==> src/rtl/cdc_fifo_pkg.sv <==
// Shared helpers for the split dual-clock FIFO halves: pointer-width rule and
// binary/Gray conversion over a fixed maximum width (callers zero-extend and truncate).
package cdc_fifo_pkg;

  localparam int PTR_MAX_W = 32;
  localparam int MIN_AW    = 2;

  // Address width: ceil(log2(depth)), never below MIN_AW, so depths under 4
  // become 4 and non-powers of two round up.
  function automatic int calcAw(input int depth);
    int aw;
    aw = 0;
    for (int i = 0; i < PTR_MAX_W - 1; i++) begin
      if ((1 << aw) < depth) aw++;
    end
    return (aw < MIN_AW) ? MIN_AW : aw;
  endfunction

  function automatic logic [PTR_MAX_W-1:0] bin2gray(input logic [PTR_MAX_W-1:0] bin);
    return bin ^ (bin >> 1);
  endfunction

  // Zero upper bits of a zero-extended Gray code decode to zero, so the
  // full-width prefix XOR is correct for any narrower pointer.
  function automatic logic [PTR_MAX_W-1:0] gray2bin(input logic [PTR_MAX_W-1:0] gray);
    logic [PTR_MAX_W-1:0] bin;
    bin[PTR_MAX_W-1] = gray[PTR_MAX_W-1];
    for (int i = PTR_MAX_W - 2; i >= 0; i--) begin
      bin[i] = bin[i+1] ^ gray[i];
    end
    return bin;
  endfunction

endpackage

==> src/rtl/cdc_ptr_sync.sv <==
// Multi-bit flop chain for bringing a Gray pointer into the local clock domain.
// Depth is clamped to 2..4 stages; async active-high reset clears every stage.
module cdc_ptr_sync #(
  parameter int WIDTH       = 3,
  parameter int SYNC_STAGES = 2
) (
  input  logic             clk,
  input  logic             rst,
  input  logic [WIDTH-1:0] dIn,
  output logic [WIDTH-1:0] dOut
);

  localparam int DEPTH = (SYNC_STAGES < 2) ? 2 : (SYNC_STAGES > 4) ? 4 : SYNC_STAGES;

  logic [WIDTH-1:0] stageReg [DEPTH];

  always_ff @(posedge clk or posedge rst) begin
    if (rst) begin
      for (int i = 0; i < DEPTH; i++) stageReg[i] <= '0;
    end else begin
      stageReg[0] <= dIn;
      for (int i = 1; i < DEPTH; i++) stageReg[i] <= stageReg[i-1];
    end
  end

  assign dOut = stageReg[DEPTH-1];

endmodule

==> src/rtl/cdc_fifo_wr_side.sv <==
// Write-domain half of a split dual-clock FIFO: handshake, RAM write port, Gray
// write pointer export, synced read pointer, full and fill level. Optional macro
// CDC_WR_ALMOST_FULL_EN builds the registered almostFull comparator.
module cdc_fifo_wr_side
  import cdc_fifo_pkg::*;
#(
  parameter int MEM_DEPTH          = 4,
  parameter int DATA_WIDTH         = 20,
  parameter int SYNC_STAGES        = 2,
  parameter int ALMOST_FULL_THRESH = 3
) (
  input  logic                                  rst,
  input  logic                                  clk_wr,
  input  logic                                  infoInValid,
  input  logic [DATA_WIDTH-1:0]                 infoIn,
  output logic                                  readyForInfo,
  input  logic [cdc_fifo_pkg::calcAw(MEM_DEPTH):0]   rdPtrGray_in,
  output logic [cdc_fifo_pkg::calcAw(MEM_DEPTH):0]   wrPtrGray_out,
  output logic                                  ram_we,
  output logic [cdc_fifo_pkg::calcAw(MEM_DEPTH)-1:0] ram_waddr,
  output logic [DATA_WIDTH-1:0]                 ram_wdata,
  output logic [cdc_fifo_pkg::calcAw(MEM_DEPTH):0]   fillLevel,
  output logic                                  almostFull
);

  localparam int AW = calcAw(MEM_DEPTH);
  localparam int PW = AW + 1;

  // A threshold outside 1..2^AW would leave almostFull stuck.
  if (ALMOST_FULL_THRESH < 1 || ALMOST_FULL_THRESH > (1 << AW)) begin : gThreshRange
    $error("ALMOST_FULL_THRESH out of range 1..2^AW");
  end

  logic          initDone;
  logic          fullReg;
  logic          accept;
  logic [PW-1:0] wrBin;
  logic [PW-1:0] wrGray;
  logic [PW-1:0] wrBinNext;
  logic [PW-1:0] wrGrayNext;
  logic [PW-1:0] rdGraySync;
  logic [PW-1:0] rdBinSync;
  logic [PW-1:0] fullPattern;
  logic [PW-1:0] fillLevelNext;

  cdc_ptr_sync #(
    .WIDTH      (PW),
    .SYNC_STAGES(SYNC_STAGES)
  ) uRdPtrSync (
    .clk (clk_wr),
    .rst (rst),
    .dIn (rdPtrGray_in),
    .dOut(rdGraySync)
  );

  assign readyForInfo  = initDone & ~fullReg;
  assign accept        = infoInValid & readyForInfo;

  assign ram_we        = accept;
  assign ram_waddr     = wrBin[AW-1:0];
  assign ram_wdata     = infoIn;
  assign wrPtrGray_out = wrGray;

  assign wrBinNext     = wrBin + PW'(accept);
  assign wrGrayNext    = PW'(bin2gray(PTR_MAX_W'(wrBinNext)));
  assign rdBinSync     = PW'(gray2bin(PTR_MAX_W'(rdGraySync)));

  // Full when the post-write pointer sits exactly one lap ahead of the read
  // pointer: in Gray form that inverts the top two bits.
  assign fullPattern   = {~rdGraySync[AW:AW-1], rdGraySync[AW-2:0]};
  assign fillLevelNext = wrBinNext - rdBinSync;

  // ---- pointer / status register stage ----
  always_ff @(posedge clk_wr or posedge rst) begin
    if (rst) begin
      initDone  <= 1'b0;
      fullReg   <= 1'b0;
      wrBin     <= '0;
      wrGray    <= '0;
      fillLevel <= '0;
    end else begin
      initDone  <= 1'b1;
      fullReg   <= (wrGrayNext == fullPattern);
      wrBin     <= wrBinNext;
      wrGray    <= wrGrayNext;
      fillLevel <= fillLevelNext;
    end
  end

`ifdef CDC_WR_ALMOST_FULL_EN
  localparam logic [PW:0] THRESH = (PW+1)'(ALMOST_FULL_THRESH);

  logic almostFullReg;

  always_ff @(posedge clk_wr or posedge rst) begin
    if (rst) begin
      almostFullReg <= 1'b0;
    end else begin
      almostFullReg <= ({1'b0, fillLevelNext} >= THRESH);
    end
  end

  assign almostFull = almostFullReg;
`else
  assign almostFull = 1'b0;
`endif

endmodule

==> config.mk <==
export PLATFORM = sky130hd
export DESIGN_NAME = cdc_fifo_wr_side
export DESIGN_NICKNAME = d
export VERILOG_FILES = /design/src/rtl/cdc_fifo_pkg.sv /design/src/rtl/cdc_ptr_sync.sv /design/src/rtl/cdc_fifo_wr_side.sv
export SDC_FILE = /design/constraint.sdc
export NUM_CORES = 1
export LEC_CHECK = 0
export BUFFER_PORTS_ARGS = -buffer_cell sky130_fd_sc_hd__buf_4
export CAP_MARGIN = 20
export CORE_MARGIN = 3
export CORE_UTILIZATION = 39
export DETAILED_ROUTE_END_ITERATION = 6
export PLACE_DENSITY = 0.77
export SLEW_MARGIN = 20
export SYNTH_ARGS = -nofsm -noshare
export SYNTH_HDL_FRONTEND = slang
export SYNTH_SLANG_ARGS = --single-unit
==> constraint.sdc <==
create_clock -name clk_wr -period 2.6 [get_ports clk_wr]
set_input_delay 0.52 -clock clk_wr [delete_from_list [all_inputs] [get_ports clk_wr]]
set_output_delay 0.52 -clock clk_wr [all_outputs]
set_load 0.02 [all_outputs]
==> flow_summary.toml <==
[setup_path]
endpoint_kind = "register"
start_kind = "register"
critPathBufInv = 1
cp_max_fo = 7
timing.rr.start = "initDone"
crit_required_ps = 2760
crit_family = "adder cells"
worstPathArrival_ps = 2360
path_cells = "nor2b_1, and2_1, ha_1, ha_1, inv_1, fa_1, xnor2_1, xnor2_1"
slowest_stage = "fa_1"
critPathKind = "reg2reg"
startpoint = "initDone"
max_stage_delay_ps = 440

[floorplanning]
io_pins = 57
fp.dieH_um = 51.1
die_x_um = 51.1
num_rows = 15
initial_utilization_pct = 43.6
core-area_um2 = 1820
dieArea_um2 = 2610

[timing]
period_share_pct = 84.6
layout_setup_ws_ps = 400
fmax_mhz = 454
timing.hold.ws_ps = 280
drv_slew = 0
setup_violations = 0
finalHoldViolations = 0
min_period_ps = 2200
slew-limit-headroom_pct = 62.6
worstMarginPinSlew_ps = 560
finalClockSkew_ps = 4.71
fin_tns_setup_ps = 0
rsz0062_at_grt = "no"

[clocking]
clk_pin_slew_ps = 90
hold_buffers = 0
clk_latency_ps = 280
postCtsSetupBuffers = 0
ctsResizeCount = 0
clock_path_buffers = 2
clock-root-buffer = "clkbuf_4"
cts.sinks = 16
cts_tree = "built"
htree_levels = 1
cts_buffers = 3

[global_route]
grt_pass1_wl_um = 1660
antenna_found_initial = 0
grt_max_degree = 17
track_usage_pct = 8.88
grt_pass1_vias = 384
grt.overflow.total = 0

[drt]
drc = 0
wl_um = 958
dr_wl_met2_um = 431
drt-initial-drc-count = 1
vias = 391
ant_nets = 0
top_layer_used = "met4"
wl_met1_um = 381
dr_wl_met3_um = 111
drtPass1Iterations = 2
viasPerCell = 4.30
wl_per_cell_um = 10.5

[logic_synthesis]
avgSynthCellArea_um2 = 11.7
ys_ff_latch = 16
yosys_most_used_dff = "dfrtp_1"
synthCells = 68
synth-xor-area-share_pct = 9.76
synth_edf_count = 0
ys_seq_area_share_pct = 50.4
synth_compound_area_share_pct = 1.10
synth-simple-area-share_pct = 5.35
syn_area_um2 = 795
synthArstFlopShare_pct = 100
synth_mux_area_share_pct = 2.52
yosys.area_share.adder_pct = 7.24
synth_warnings = 0
synth_nets = 98
synth_cell_types = 16
synth_top_family_by_area = "buffers and inverters"

[final_layout]
drive_gt1_share_pct = 30.3
diodes = 0
fin_util_pct = 44.9
nFillCells = 185
area_delta_synth_final_pct = 2.83
fin_nets = 97

[place]
routabilityCongestion = 0.660
post-place-ws_ps = 249
numPortBuffers = 15
dp_hpwl_um = 771

[worst_hold_path]
holdCritPathClass = "in2async"

[flow_run]
drv_cap = 0

[pwr]
p_leak_nw = 0.416
cellPowerDensity_nw_per_um2 = 1230
vdd_ir_drop_max_mv = 0.678
power_mw = 1.00

[status]
status = "finished clean"
logic make-up after synthesis:
kind of cell / after synthesis
AOI/OAI and AO/OA: 1
xor gates and xnor gates: 8
adders and majority gates: 4
buffers and inverters: 27
DFF: 16
muxes: 2
other: 2
and+or+nand+nor: 8
per-layer routing:
metal | track usage (%) | up-vias
li1 | - | 177
met1 | 9.68 | 181
met2 | 12.7 | 23
met3 | 3.50 | 10
met4 | 8.97 | 0
met5 | 0 | -
sequential cells by signal, summed over array words and instances, names as in the netlist:
name,cells
uRdPtrSync.dOut,3
fillLevel,3
uRdPtrSync.stageReg,3
initDone,1
wrPtrGray_out,2
wrBin,3
fullReg,1
synth_stat cells, types with 2 or more instances:
library cell  number  area share, %
buf_4             21             20
xnor2_1            3            3.3
conb_1             2           0.95
dfrtp_1           16             50
inv_1              6            2.8
nand2b_1           2            1.6
nor2_1             2           0.95
ha_1               3            4.7
xor2_1             4            4.4
mux2i_1            2            2.5
and2_1             2            1.6
per-stage QoR:
stage / cell area, um2 / cells
floorplan: 795 / 68
global route: 817 / 91
finish: 817 / 91
detailed placement: 781 / 87
CTS: 817 / 91
global placement: 781 / 87
where the power goes:
part | internal (mW) | switching (mW) | leakage, nW
combinational | 0.217 | 0.265 | 0.206
clock | 0.0852 | 0.0763 | 0.0210
sequential | 0.331 | 0.0277 | 0.189
total | 0.633 | 0.369 | 0.416
cell type report:
type	instances	area (um2)	area share (%)
flip-flops and latches	16	400	49.0
multi-input cells	25	214	26.2
inverters	6	22.5	2.76
repair buffers	15	113	13.8
well taps	25	31.3	3.83
clock buffers	4	36.3	4.44
cells in the final DEF, fill, tap and decap left out:
cell type | netlist | layout
clkbuf_4 | 0 | 3
mux2i_1 | 2 | 2
xor2_2 | 1 | 1
xnor2_1 | 3 | 3
fa_1 | 1 | 1
conb_1 | 2 | 2
dfrtp_1 | 16 | 16
xor2_1 | 4 | 4
nand2_1 | 1 | 1
buf_4 | 21 | 15
and2_1 | 2 | 2
nand2b_1 | 2 | 2
clkbuf_8 | 0 | 1
nor2b_1 | 1 | 1
inv_1 | 6 | 6
ha_1 | 3 | 3
o2bb2ai_1 | 1 | 1
nor2_1 | 2 | 2
worst register-to-register path, stage by stage, from the launching register on:
cell,delay [ps]
dfrtp_1,360
nor2b_1,130
and2_1,160
ha_1,200
ha_1,400
inv_1,120
fa_1,440
xnor2_1,150
xnor2_1,120
worst paths after layout:
| kind | slack [ps] | endpoint | depth (start not counted) |
|---|---|---|---|
| max in group asynchronous | 1950 | initDone | 2 |
| worst min-delay path | 280 | fillLevel[0] | 2 |
| worst max register to register | 400 | fillLevel[2] | 8 |
| worst min register to register | 350 | uRdPtrSync.dOut[1] | 0 |
| worst max-delay path | 400 | fillLevel[2] | 8 |
| min in group clk_wr | 330 | uRdPtrSync.stageReg[5] | 1 |
Power figures use the tool's default switching activity.
